==> config.mk <==
export PLATFORM = sky130hd
export DESIGN_NAME = rl_lj_pair_tag_pipeline_flat
export DESIGN_NICKNAME = d
export VERILOG_FILES = /design/src/rtl/rl_lj_pair_tag_pipeline_if.sv /design/src/rtl/rl_lj_pair_tag_pipeline.sv /design/src/flat_wrapper.sv
export SDC_FILE = /design/constraint.sdc
export NUM_CORES = 1
export LEC_CHECK = 0
export ABC_AREA = 1
export CELL_PAD_IN_SITES_DETAIL_PLACEMENT = 1
export CELL_PAD_IN_SITES_GLOBAL_PLACEMENT = 1
export CORE_MARGIN = 10
export CORE_UTILIZATION = 35
export DETAILED_ROUTE_END_ITERATION = 8
export PLACE_DENSITY_LB_ADDON = 0.15
export SLEW_MARGIN = 40
export SYNTH_ARGS = -nofsm -noshare
export SYNTH_HDL_FRONTEND = slang
export SYNTH_SLANG_ARGS = --single-unit
==> constraint.sdc <==
create_clock -name clk -period 4.9 [get_ports clk]
set_clock_uncertainty 0.2 [all_clocks]
set_input_delay 0.735 -clock clk [delete_from_list [all_inputs] [get_ports clk]]
set_output_delay 0.735 -clock clk [all_outputs]
set_load 0.03 [all_outputs]
==> src/rtl/rl_lj_pair_tag_pipeline_if.sv <==
// rl_lj_pair_tag_pipeline_if: pair tag entry, force pipeline result and aligned output bundle
interface rl_lj_pair_tag_pipeline_if #(
  parameter int DATA_WIDTH = 32,
  parameter int PARTICLE_ID_WIDTH = 20,
  parameter int CNT_WIDTH = 7,
  parameter int PAIR_CNT_WIDTH = 16
);
  logic in_valid;
  logic [PARTICLE_ID_WIDTH-1:0] in_ref_id, in_nb_id;
  logic pipe_out_valid;
  logic [DATA_WIDTH-1:0] pipe_force_x, pipe_force_y, pipe_force_z;
  logic out_valid;
  logic [PARTICLE_ID_WIDTH-1:0] out_ref_id, out_nb_id;
  logic [DATA_WIDTH-1:0] out_force_x, out_force_y, out_force_z;
  logic out_ref_switch;
  logic [PAIR_CNT_WIDTH-1:0] out_pair_count;
  logic [CNT_WIDTH-1:0] in_flight_count;
  logic pipe_empty;
  logic misalign_error;
  modport master (
    output in_valid, in_ref_id, in_nb_id, pipe_out_valid, pipe_force_x, pipe_force_y, pipe_force_z,
    input out_valid, out_ref_id, out_nb_id, out_force_x, out_force_y, out_force_z,
    input out_ref_switch, out_pair_count, in_flight_count, pipe_empty, misalign_error
  );
  modport slave (
    input in_valid, in_ref_id, in_nb_id, pipe_out_valid, pipe_force_x, pipe_force_y, pipe_force_z,
    output out_valid, out_ref_id, out_nb_id, out_force_x, out_force_y, out_force_z,
    output out_ref_switch, out_pair_count, in_flight_count, pipe_empty, misalign_error
  );
endinterface

==> src/rtl/rl_lj_pair_tag_pipeline.sv <==
// rl_lj_pair_tag_pipeline: delays pair IDs alongside the LJ force pipeline and rejoins them with its result
module rl_lj_pair_tag_pipeline #(
  parameter int DATA_WIDTH = 32,
  parameter int PARTICLE_ID_WIDTH = 20,
  parameter int PIPE_LATENCY = 14,
  parameter int CNT_WIDTH = 7,
  parameter int PAIR_CNT_WIDTH = 16
) (
  input logic clk,
  input logic rst,
  rl_lj_pair_tag_pipeline_if.slave bus
);
  localparam int IW = PARTICLE_ID_WIDTH;
  logic [PIPE_LATENCY-1:0] tag_v;
  logic [2*IW-1:0] tag_id [PIPE_LATENCY];
  logic [IW-1:0] tail_ref, tail_nb, last_ref;
  logic tail_v, emit, new_ref, first;
  logic [CNT_WIDTH-1:0] cnt;
  assign tail_v = tag_v[PIPE_LATENCY-1];
  assign {tail_ref, tail_nb} = tag_id[PIPE_LATENCY-1];
  assign emit = tail_v & bus.pipe_out_valid;
  assign new_ref = first | (tail_ref != last_ref);
  assign bus.in_flight_count = cnt;
  assign bus.pipe_empty = cnt == '0;
  // ID stages carry no reset; only the valid bits decide whether a tag is live
  always_ff @(posedge clk) begin
    tag_id[0] <= {bus.in_ref_id, bus.in_nb_id};
    for (int i = 1; i < PIPE_LATENCY; i++) tag_id[i] <= tag_id[i-1];
  end
  always_ff @(posedge clk)
    if (rst) begin
      tag_v <= '0;
      cnt <= '0;
      first <= 1'b1;
      last_ref <= '0;
      bus.out_valid <= 1'b0;
      bus.out_ref_switch <= 1'b0;
      bus.out_ref_id <= '0;
      bus.out_nb_id <= '0;
      bus.out_force_x <= '0;
      bus.out_force_y <= '0;
      bus.out_force_z <= '0;
      bus.out_pair_count <= '0;
      bus.misalign_error <= 1'b0;
    end else begin
      tag_v[0] <= bus.in_valid;
      for (int i = 1; i < PIPE_LATENCY; i++) tag_v[i] <= tag_v[i-1];
      cnt <= cnt + CNT_WIDTH'(bus.in_valid) - CNT_WIDTH'(tail_v);
      bus.out_valid <= emit;
      bus.out_ref_switch <= emit & new_ref;
      bus.out_ref_id <= tail_ref;
      bus.out_nb_id <= tail_nb;
      bus.out_force_x <= bus.pipe_force_x;
      bus.out_force_y <= bus.pipe_force_y;
      bus.out_force_z <= bus.pipe_force_z;
      bus.misalign_error <= bus.misalign_error | (tail_v != bus.pipe_out_valid);
      if (emit) begin
        first <= 1'b0;
        last_ref <= tail_ref;
        bus.out_pair_count <= new_ref ? PAIR_CNT_WIDTH'(1)
                                      : bus.out_pair_count + PAIR_CNT_WIDTH'(~&bus.out_pair_count);
      end
    end
endmodule
==> src/flat_wrapper.sv <==
// flat-port wrapper written by rule: the top's interface ports become plain ports
module rl_lj_pair_tag_pipeline_flat 
#(
  parameter int DATA_WIDTH = 32,
  parameter int PARTICLE_ID_WIDTH = 20,
  parameter int PIPE_LATENCY = 14,
  parameter int CNT_WIDTH = 7,
  parameter int PAIR_CNT_WIDTH = 16
)
  (clk, rst, bus_in_valid, bus_in_ref_id, bus_in_nb_id, bus_pipe_out_valid, bus_pipe_force_x, bus_pipe_force_y, bus_pipe_force_z, bus_out_valid, bus_out_ref_id, bus_out_nb_id, bus_out_force_x, bus_out_force_y, bus_out_force_z, bus_out_ref_switch, bus_out_pair_count, bus_in_flight_count, bus_pipe_empty, bus_misalign_error);
  rl_lj_pair_tag_pipeline_if #(.DATA_WIDTH(DATA_WIDTH), .PARTICLE_ID_WIDTH(PARTICLE_ID_WIDTH), .CNT_WIDTH(CNT_WIDTH), .PAIR_CNT_WIDTH(PAIR_CNT_WIDTH)) bus_i ();
  input logic clk;
  input logic rst;
  input wire logic [$bits(bus_i.in_valid)-1:0] bus_in_valid;
  input wire logic [$bits(bus_i.in_ref_id)-1:0] bus_in_ref_id;
  input wire logic [$bits(bus_i.in_nb_id)-1:0] bus_in_nb_id;
  input wire logic [$bits(bus_i.pipe_out_valid)-1:0] bus_pipe_out_valid;
  input wire logic [$bits(bus_i.pipe_force_x)-1:0] bus_pipe_force_x;
  input wire logic [$bits(bus_i.pipe_force_y)-1:0] bus_pipe_force_y;
  input wire logic [$bits(bus_i.pipe_force_z)-1:0] bus_pipe_force_z;
  output wire logic [$bits(bus_i.out_valid)-1:0] bus_out_valid;
  output wire logic [$bits(bus_i.out_ref_id)-1:0] bus_out_ref_id;
  output wire logic [$bits(bus_i.out_nb_id)-1:0] bus_out_nb_id;
  output wire logic [$bits(bus_i.out_force_x)-1:0] bus_out_force_x;
  output wire logic [$bits(bus_i.out_force_y)-1:0] bus_out_force_y;
  output wire logic [$bits(bus_i.out_force_z)-1:0] bus_out_force_z;
  output wire logic [$bits(bus_i.out_ref_switch)-1:0] bus_out_ref_switch;
  output wire logic [$bits(bus_i.out_pair_count)-1:0] bus_out_pair_count;
  output wire logic [$bits(bus_i.in_flight_count)-1:0] bus_in_flight_count;
  output wire logic [$bits(bus_i.pipe_empty)-1:0] bus_pipe_empty;
  output wire logic [$bits(bus_i.misalign_error)-1:0] bus_misalign_error;
  assign bus_i.in_valid = bus_in_valid;
  assign bus_i.in_ref_id = bus_in_ref_id;
  assign bus_i.in_nb_id = bus_in_nb_id;
  assign bus_i.pipe_out_valid = bus_pipe_out_valid;
  assign bus_i.pipe_force_x = bus_pipe_force_x;
  assign bus_i.pipe_force_y = bus_pipe_force_y;
  assign bus_i.pipe_force_z = bus_pipe_force_z;
  assign bus_out_valid = bus_i.out_valid;
  assign bus_out_ref_id = bus_i.out_ref_id;
  assign bus_out_nb_id = bus_i.out_nb_id;
  assign bus_out_force_x = bus_i.out_force_x;
  assign bus_out_force_y = bus_i.out_force_y;
  assign bus_out_force_z = bus_i.out_force_z;
  assign bus_out_ref_switch = bus_i.out_ref_switch;
  assign bus_out_pair_count = bus_i.out_pair_count;
  assign bus_in_flight_count = bus_i.in_flight_count;
  assign bus_pipe_empty = bus_i.pipe_empty;
  assign bus_misalign_error = bus_i.misalign_error;
  rl_lj_pair_tag_pipeline #(.DATA_WIDTH(DATA_WIDTH), .PARTICLE_ID_WIDTH(PARTICLE_ID_WIDTH), .PIPE_LATENCY(PIPE_LATENCY), .CNT_WIDTH(CNT_WIDTH), .PAIR_CNT_WIDTH(PAIR_CNT_WIDTH)) u_core (.clk(clk), .rst(rst), .bus(bus_i));
endmodule
==> metrics.yaml, run 1 <==
status: "complete, no violations"
ctsHtreeMaxLevel: 3
cts_hold_buffers: 0
path_class: "register to primary output"
synthCells: 1361
yosysWarnings: 0
fin_nets: 1873
die_h_um: 246
total_power_w: 0.0127
synth-edff-count: 0
synth_commonest_cells: "dfxtp_1 (757), inv_1 (189), nor2_1 (175)"
drc: 0
drt_wl_total_um: 33000
grt-ovfl-total: 0
ys_types: 33
max-slew-margin-rel_pct: 47.9
path_clk_slew_ns: 0.06
clockRootBuffer: "clkbuf_16"
synthArstFlopShare_pct: 0
antenna_found_initial: 0
via_per_inst: 3.85
postSynthAreaPerCell_um2: 13.2
finalMaxSlewViolations: 0
critPathRequiredTime_ns: 3.96
pwr_density_cell_mw_per_mm2: 528
clockBufferDepth: 3
postRouteAntennaNets: 0
netlist.area_leader.share_pct: 84.6
grt_pass1_vias: 9718
setup_viol: 0
rsz0062_at_grt: "false"
cts_buffers: 77
dieWidth_um: 246
hpwl_um: 22700
cts_setup_buffers: 0
grt_max_degree: 102
syn-num-nets: 1514
routed-via-count: 9430
yosys.area.top_type: "dfxtp_1"
synth-seq-cells: 757
hp-class: "register to register"
fin_crit_sh_pct: 62.1
cap_violations: 0
yosysSeqAreaShare_pct: 84.6
fill_cells: 5176
insertion_delay_ns: 0.58
multiInputGateArea_mm2: 0.00192
yosysMostFrequentCell: "dfxtp_1"
worstSetupEndpointType: "primary output"
drt_iter0_markers: 312
drt_first_pass_iters: 4
hold_viol_final: 0
final-seq-area_mm2: 0.0152
fmax_ghz: 0.329
final_layout_size_suffix_gt1_share_pct: 8.68
cts_tree: "yes"
io_pins: 303
die_area_mm2: 0.0606
clkSinkCount: 757
p_leak_nw: 10.4
portBuffers: 302
gp_congestion: 0.731
initial_core_util_pct: 35.6
ir_worst_vdd_mv: 0.265
fin_crit_ns: 3.04
fin_tns_setup_ns: 0
grt_pass1_wl_um: 51200
synth_area_mm2: 0.0179
fp.coreArea_mm2: 0.0504
post_drt_wl_per_cell_um: 13.5
grt_use_total_pct: 10.6
syn_to_final_growth_pct: 34.6
synth_ff_type: "dfxtp_1"
max_slew.worst_pin.slew_ns: 0.781
critPathLaunchType: "register"
cp_data_arrival_time_ns: 2.11
cts-resized-gates: 0
rows: 82
critPathMaxFanout: 3
synth_area_leaders: "dfxtp_1 (85%), inv_1 (4.0%), nor2_1 (3.7%), nand2_1 (1.6%), ha_1 (0.84%)"
[layout make-up]
class / count / area share (%)
Inverter: 196 / 3.05
Multi-Input combinational cell: 383 / 7.96
Antenna cell: 1 / 0.0104
Sequential cell: 757 / 62.8
Clock inverter: 23 / 0.789
Clock buffer: 111 / 9.23
Tap cell: 672 / 3.49
Timing Repair Buffer: 305 / 12.6
[cells by family after synthesis]
kind of cell               count (synthesis)  share of synthesized area, %
DFF                                      757                          84.6
buffers and inverters                    221                          4.74
adders and majority gates                 13                         0.950
AOI/OAI and AO/OA                         65                          1.89
and+or+nand+nor                          293                          7.22
xor gates and xnor gates                  12                         0.587
[through the flow]
| stage | util [%] | cells | area, µm² | setup slack, ns | hold WS (ns) |
|---|---|---|---|---|---|
| floorplan | - | 1361 | 17900 | 2.58 | 0.110 |
| global placement | 43.0 | 2313 | 21700 | 1.74 | 0.110 |
| detailed placement | 43.1 | 2313 | 21700 | 1.70 | 0.113 |
| CTS | 47.9 | 2447 | 24100 | 1.79 | 0.119 |
| global route | 47.9 | 2447 | 24100 | 1.75 | 0.122 |
| finish | 47.9 | 2448 | 24100 | 1.86 | 0.117 |
[report_power, final]
part	switching [W]	internal, W	total [W]
sequential	0.0000851	0.00648	0.00657
combinational	0.000388	0.000310	0.000699
clock	0.00224	0.00322	0.00546
[worst max-delay path, cell delays in order (launching register included)]
cell and delay, ns:
dfxtp_1 0.33, inv_1 0.08, ha_1 0.15, nand2_1 0.05, nor3_1 0.18, clkdlybuf4s50_1 0.72
[state kept, by name (all words and copies together) (netlist names)]
signal / flops
u_core.bus.out_valid: 1
u_core.bus.out_ref_switch: 1
u_core.bus.in_flight_count: 7
u_core.last_ref: 20
u_core.tag_id: 560
u_core.bus.misalign_error: 1
u_core.bus.out_force_y: 32
u_core.tag_v: 14
u_core.bus.out_pair_count: 16
u_core.first: 1
u_core.bus.out_ref_id: 20
u_core.bus.out_force_z: 32
u_core.bus.out_force_x: 32
u_core.bus.out_nb_id: 20
[path summary, 6_finish.rpt]
| check | start | to | slack, ns | depth (start not counted) |
|---|---|---|---|---|
| hold / removal | u_core.tag_id[2][81] | u_core.tag_id[2][121] | 0.12 | 0 |
| setup reg to reg | u_core.bus.out_pair_count[7] | u_core.bus.out_pair_count[13] | 2.56 | 12 |
| hold reg to reg | u_core.tag_id[2][81] | u_core.tag_id[2][121] | 0.12 | 0 |
| setup / recovery | u_core.bus.in_flight_count[5] | bus_pipe_empty | 1.86 | 5 |
[per-layer routing]
metal / GRT usage, % / part of all wire, %
met5: 0 / 0
met4: 5.28 / 3.0
met3: 3.64 / 8.1
met2: 18.0 / 49
met1: 11.8 / 40
[cells in the final DEF (no fill, tap or decap), drive strengths merged]
master,synthesis,routed
dfxtp,757,757
clkdlybuf4s50,0,301
inv,196,198
nor2,191,191
clkbuf,18,111
nand2,82,82
o21ai,30,30
a21oi,29,29
clkinv,0,19
ha,12,12
nand3,12,12
xor2,7,7
xnor2,5,5
nand4,4,4
buf,7,4
o21bai,2,2
nor3,2,2
diode,0,1
nor4,1,1
a31oi,1,1
or2,1,1
o22ai,1,1
a31o,1,1
o31ai,1,1
fa,1,1
clkinvlp,0,1
bufinv,0,1
(Power assumes the default switching activity.)
==> inputs of run 2 (changes only) <==
- clock period: 4.9 -> 2.9 ns (I/O delays scaled with it)
==> run 2 against run 1 <==
  * Clock-buffer cell count did not move
  * First-iteration DRC count rose by 9.9%
  * Final cell count rose by 0.25%
  * Largest cell class unchanged
==> metrics.yaml, run 2 (synthesized netlist as in run 1, its figures left out) <==
cts_setup_buffers: 0  # unchanged
p_leak_nw: 10.5  # was 10.4 nW
via_per_inst: 3.85  # about the same
hold_viol_final: 0  # unchanged
fin_crit_ns: 2.74
status: "complete, no violations"  # unchanged
final_common_cell: "dfxtp_1"  # unchanged
fin_crit_sh_pct: 94.6
fin_nets: 1874  # was 1873
rsz0062_at_grt: "false"  # unchanged
drt_iter0_markers: 343  # was 312
fmax_ghz: 0.364
postRouteAntennaNets: 0  # unchanged
path_clk_slew_ns: 0.06  # about the same
drc: 0  # unchanged
dpl_cell_area_mm2: 0.0217  # about the same
routed-via-count: 9441  # was 9430
dieWidth_um: 246  # unchanged
ir_worst_vdd_mv: 0.508  # was 0.265 mV
grt_pass1_wl_um: 51300  # was 51200 µm
hp-class: "primary input to register"  # was register to register
final_layout_size_suffix_gt1_share_pct: 9.54  # was 8.68%
ctsHtreeMaxLevel: 3  # unchanged
rows: 82  # unchanged
fin_cells: 2454  # was 2448
hpwl_um: 22900  # was 22700 µm
die_area_mm2: 0.0606  # unchanged
drt_first_pass_iters: 4  # unchanged
antenna_found_initial: 0  # unchanged
finalMaxSlewViolations: 0  # unchanged
insertion_delay_ns: 0.60  # was 0.58 ns
critPathMaxStageDelay_ns: 0.72  # about the same
io_pins: 303  # unchanged
cp_cell_sequence: "inv_1 -> ha_1 -> nand2_1 -> nor3_1 -> clkdlybuf4s50_1"  # unchanged
cap_violations: 0  # unchanged
critPathLaunchType: "register"  # unchanged
final_area_mm2: 0.0244  # was 0.0241 mm²
r2r_slack_ns: 0.50  # was 2.56 ns
cp_data_arrival_time_ns: 2.11  # about the same
initial_core_util_pct: 35.6  # unchanged
grt_use_total_pct: 10.8  # was 10.6%
largest-register: "u_core.tag_id"  # unchanged
gp_congestion: 0.725  # was 0.731
portBuffers: 302  # unchanged
layout_common_cells: "dfxtp_1 (757), clkdlybuf4s50_1 (301), inv_1 (189)"  # unchanged
grt_max_degree: 146  # was 102
pwr_density_cell_mw_per_mm2: 916  # was 528 mW/mm²
clockBufferDepth: 3  # unchanged
syn_to_final_growth_pct: 36.2  # was 34.6%
critPathMaxFanout: 3  # unchanged
path_class: "register to primary output"  # unchanged
die_h_um: 246  # unchanged
clockRootBuffer: "clkbuf_16"  # unchanged
timing.hold.ws_ns: 0.0698  # was 0.117 ns
grt-ovfl-total: 0  # unchanged
drt_wl_total_um: 33600  # was 33000 µm
post_drt_wl_per_cell_um: 13.7  # was 13.5 µm
fp.coreArea_mm2: 0.0504  # unchanged
max-slew-margin-rel_pct: 53.9  # was 47.9%
fin_tns_setup_ns: 0  # unchanged
critPathRequiredTime_ns: 2.27  # was 3.96 ns
cts_buffers: 77  # unchanged
setup_viol: 0  # unchanged
clkSinkCount: 757  # unchanged
grt_pass1_vias: 9799  # was 9718
worstSetupEndpointType: "primary output"  # unchanged
slowest_stage: "clkdlybuf4s50_1"  # unchanged
max_slew.worst_pin.slew_ns: 0.692  # was 0.781 ns
cts_tree: "yes"  # unchanged
antennaDiodeCount: 0  # was 1
final_core_util_pct: 48.4  # was 47.9%
place_inst: 2313  # unchanged
largest_reg_flops: 560  # unchanged
-- run 2: per-layer routing --
metal	wire, µm	vias to the layer above	GRT usage, %
met5	0	-	0
met4	1090	0	4.99
met3	2470	82	3.61
met2	16700	228	18.7
met1	13400	4362	11.6
li1	-	4769	-
-- run 2: final timing paths --
kind                                 startpoint                            end  cells after the start
setup reg to reg   u_core.bus.out_pair_count[7]  u_core.bus.out_pair_count[13]                     12
hold reg to reg             u_core.tag_id[1][3]           u_core.tag_id[1][43]                      0
hold / removal                  bus_in_nb_id[5]            u_core.tag_id[0][5]                      1
setup / recovery  u_core.bus.in_flight_count[4]                 bus_pipe_empty                      5
-- run 2: critical path: cells and delay by family, from the launching register on --
kind	cells	cell delay, ns
adders and majority gates	1	0.16
buffers and inverters	2	0.81
DFF	1	0.33
and+or+nand+nor	2	0.22
-- run 2: per-stage QoR --
step | total power (W) | setup WS (ns)
final | 0.0223 | 0.156
after detailed placement | 0.0125 | 0.481
after CTS | 0.0228 | 0.0807
after global placement | 0.0125 | 0.553
after global routing | 0.0233 | 0.00973
after floorplan | 0.0119 | 0.611
-- run 2: area by class of cell --
type	instances	area [µm²]
inverters	196	736
clock inverters	29	380
clock buffers	111	2300
well taps	672	841
flip-flops and latches	757	15200
multi-input cells	383	1910
repair buffers	306	3070
fillers	5121	26000
-- run 2: repair_timing --
| item | in CTS | in global routing |
|---|---|---|
| gates resized for setup | 0 | 0 |
| hold buffers | 1 | 0 |
| hold endpoints to repair | 8 | 0 |
-- run 2: where the power goes --
part	switching (W)	internal [W]
clock network	0.00395	0.00611
logic	0.000661	0.000527
registers	0.000145	0.0110
==> inputs of run 3 (changes only) <==
- clock period: 2.9 -> 2.65 ns (I/O delays scaled with it)
==> run 3 against run 2 <==
  * Sequential share of layout area decreased by 0.66 points
  * Wire length grew 0.60%
  * First-iteration DRC count down 0.29%
  * Final area rose by 1.1%
  * Sequential cell count did not move
  * Register-to-register slack lost 0.23 ns
  * Die area stayed put
  * Clock power rose by 6%
  * Clock-buffer cell count is 6 lower
  * Via count increased by 1.7%
  * Sequential power up 9%
  * Critical path depth fell by 4
  * Largest power group unchanged
  * Highest routed layer unchanged
==> metrics.yaml, run 3 (synthesized netlist as in run 1, its figures left out) <==
path_clk_slew_ns: 0.06  # about the same
min-delay-start: "bus_in_nb_id[17]"  # was bus_in_nb_id[5]
die_area_mm2: 0.0606  # unchanged
max-slew-margin-rel_pct: 54.8  # was 53.9%
insertion_delay_ns: 0.60  # about the same
cap_violations: 0  # unchanged
r2r_end: "u_core.bus.out_pair_count[11]"  # was u_core.bus.out_pair_count[13]
cp.buffers_inverters: 1  # was 2
path_delay_family: "buffers and inverters"  # unchanged
rsz0062_at_grt: "false"  # unchanged
syn_to_final_growth_pct: 37.6  # was 36.2%
status: "complete, no violations"  # unchanged
rr_worst_depth: 12  # unchanged
fin_cells: 2485  # was 2454
critPathMaxStageDelay_ns: 0.77  # was 0.72 ns
setup_viol: 0  # unchanged
cts_buffers: 77  # unchanged
grt_pass1_vias: 10100  # was 9799
internal-power_w: 0.0189  # was 0.0176 W
slowest_stage: "clkdlybuf4s50_1"  # unchanged
drt_first_pass_iters: 4  # unchanged
antennaDiodeCount: 0  # unchanged
pwr_density_cell_mw_per_mm2: 980  # was 916 mW/mm²
hp-class: "primary input to register"  # unchanged
layout_common_cells: "dfxtp_1 (757), clkdlybuf4s50_1 (300), inv_1 (189)"  # was dfxtp_1 (757), clkdlybuf4s50_1 (301), inv_1 (189)
critPathRequiredTime_ns: 2.05  # was 2.27 ns
final_core_util_pct: 48.9  # was 48.4%
combPwrFrac_pct: 5.6  # was 5.3%
gp_congestion: 0.725  # about the same
cts_tree: "yes"  # unchanged
finalMaxSlewViolations: 0  # unchanged
critPathMaxFanout: 6  # was 3
p_clk_share_pct: 44.1  # was 45.0%
rows: 82  # unchanged
path_class: "register to primary output"  # unchanged
largest_reg_flops: 560  # unchanged
clkSinkCount: 757  # unchanged
drc: 0  # unchanged
drt_iter0_markers: 342  # was 343
hold_depth: 1  # unchanged
drt_wl_total_um: 33800  # was 33600 µm
post_drt_wl_per_cell_um: 13.6  # was 13.7 µm
r2r_slack_ns: 0.27  # was 0.50 ns
grt_use_total_pct: 11.0  # was 10.8%
io_pins: 303  # unchanged
reg2reg_from: "u_core.bus.out_pair_count[7]"  # unchanged
fin_nets: 1909  # was 1874
die_h_um: 246  # unchanged
p_leak_nw: 10.6  # was 10.5 nW
worstSetupEndpointType: "primary output"  # unchanged
cp_cell_sequence: "clkdlybuf4s50_1"  # was inv_1 -> ha_1 -> nand2_1 -> nor3_1 -> clkdlybuf4s50_1
fp.coreArea_mm2: 0.0504  # unchanged
total_power_w: 0.0242  # was 0.0223 W
switching_share_pct: 21.6  # was 21.3%
fmax_ghz: 0.406
final_common_cell: "dfxtp_1"  # unchanged
post-place-ws_ns: 0.253  # was 0.481 ns
via_per_inst: 3.86  # was 3.85
fin_tns_setup_ns: 0  # unchanged
largest-register: "u_core.tag_id"  # unchanged
grt_pass1_wl_um: 52600  # was 51300 µm
max_slew.worst_pin.slew_ns: 0.678  # was 0.692 ns
fin_crit_ns: 2.46
hpwl_um: 23000  # was 22900 µm
clockRootBuffer: "clkbuf_16"  # unchanged
routed-via-count: 9602  # was 9441
antenna_found_initial: 0  # unchanged
clockBufferDepth: 3  # unchanged
critPathLaunchType: "register"  # unchanged
grt-ovfl-total: 0  # unchanged
seqPwrFrac_pct: 50.3  # was 49.7%
cp_data_arrival_time_ns: 1.87  # was 2.11 ns
place_inst: 2313  # unchanged
p_sw_w: 0.00521  # was 0.00475 W
ctsHtreeMaxLevel: 3  # unchanged
hold_path_end: "u_core.tag_id[0][17]"  # was u_core.tag_id[0][5]
initial_core_util_pct: 35.6  # unchanged
final_layout_size_suffix_gt1_share_pct: 9.05  # was 9.54%
grt_max_degree: 146  # unchanged
fin_crit_sh_pct: 92.9
postRouteAntennaNets: 0  # unchanged
layout_setup_ws_ns: 0.187  # was 0.156 ns
dieWidth_um: 246  # unchanged
portBuffers: 302  # unchanged
hold_viol_final: 0  # unchanged
ir_worst_vdd_mv: 0.606  # was 0.508 mV
[run 3: power groups by stage]
stage | Sequential, W | Clock, W | Combinational, W
CTS | 0.0122 | 0.0111 | 0.00137
detailed placement | 0.0124 | 0 | 0.00133
floorplan | 0.0126 | 0 | 0.000379
global route | 0.0122 | 0.0116 | 0.00146
global placement | 0.0124 | 0 | 0.00130
finish | 0.0121 | 0.0107 | 0.00135
[run 3: layer usage]
metal / track usage, % / vias up / share of wire (%)
met1: 11.7 / 4448 / 39
met4: 4.92 / 0 / 3.3
met3: 3.72 / 85 / 7.5
met5: 0 / - / 0
li1: - / 4839 / -
met2: 19.4 / 230 / 51
[run 3: cell type report]
| cell class | count | area [µm²] |
|---|---|---|
| timing repair buffer | 341 | 3410 |
| fill | 5095 | 25700 |
| inverter | 196 | 736 |
| multi-input combinational | 383 | 1920 |
| tap | 672 | 841 |
| clock buffer | 105 | 2190 |
| clock inverter | 31 | 399 |
| sequential | 757 | 15200 |
[run 3: through the flow]
stage,area [µm²],hold slack (ns)
after global placement,21700,0.110
after floorplan,17900,0.110
after CTS,24600,0.00154
after global routing,24700,0.00562
after detailed placement,21700,0.113
final,24700,0.0480
[run 3: worst max path at each step]
stage | startpoint | end | slack [ns] | cells past startpoint
after global placement | u_core.bus.out_pair_count[7] | u_core.bus.out_pair_count[13] | 0.37 | 12
final | u_core.bus.out_pair_count[1] | bus_out_pair_count[1] | 0.19 | 1
after global routing | u_core.bus.out_pair_count[7] | u_core.bus.out_pair_count[11] | 0.04 | 12
after CTS | u_core.bus.out_pair_count[1] | bus_out_pair_count[1] | 0.14 | 1
after floorplan | u_core.bus.out_pair_count[7] | u_core.bus.out_pair_count[13] | 0.36 | 12
after detailed placement | u_core.bus.out_pair_count[7] | u_core.bus.out_pair_count[8] | 0.25 | 12
[run 3: repair_timing]
action / 4_1_cts / 5_1_grt
setup endpoints to repair: 1 / 1
hold buffers: 36 / 0
gates cloned: 0 / 0
setup buffers: 0 / 0
resized for setup: 1 / 1
endpoints found under the hold margin: 45 / 0
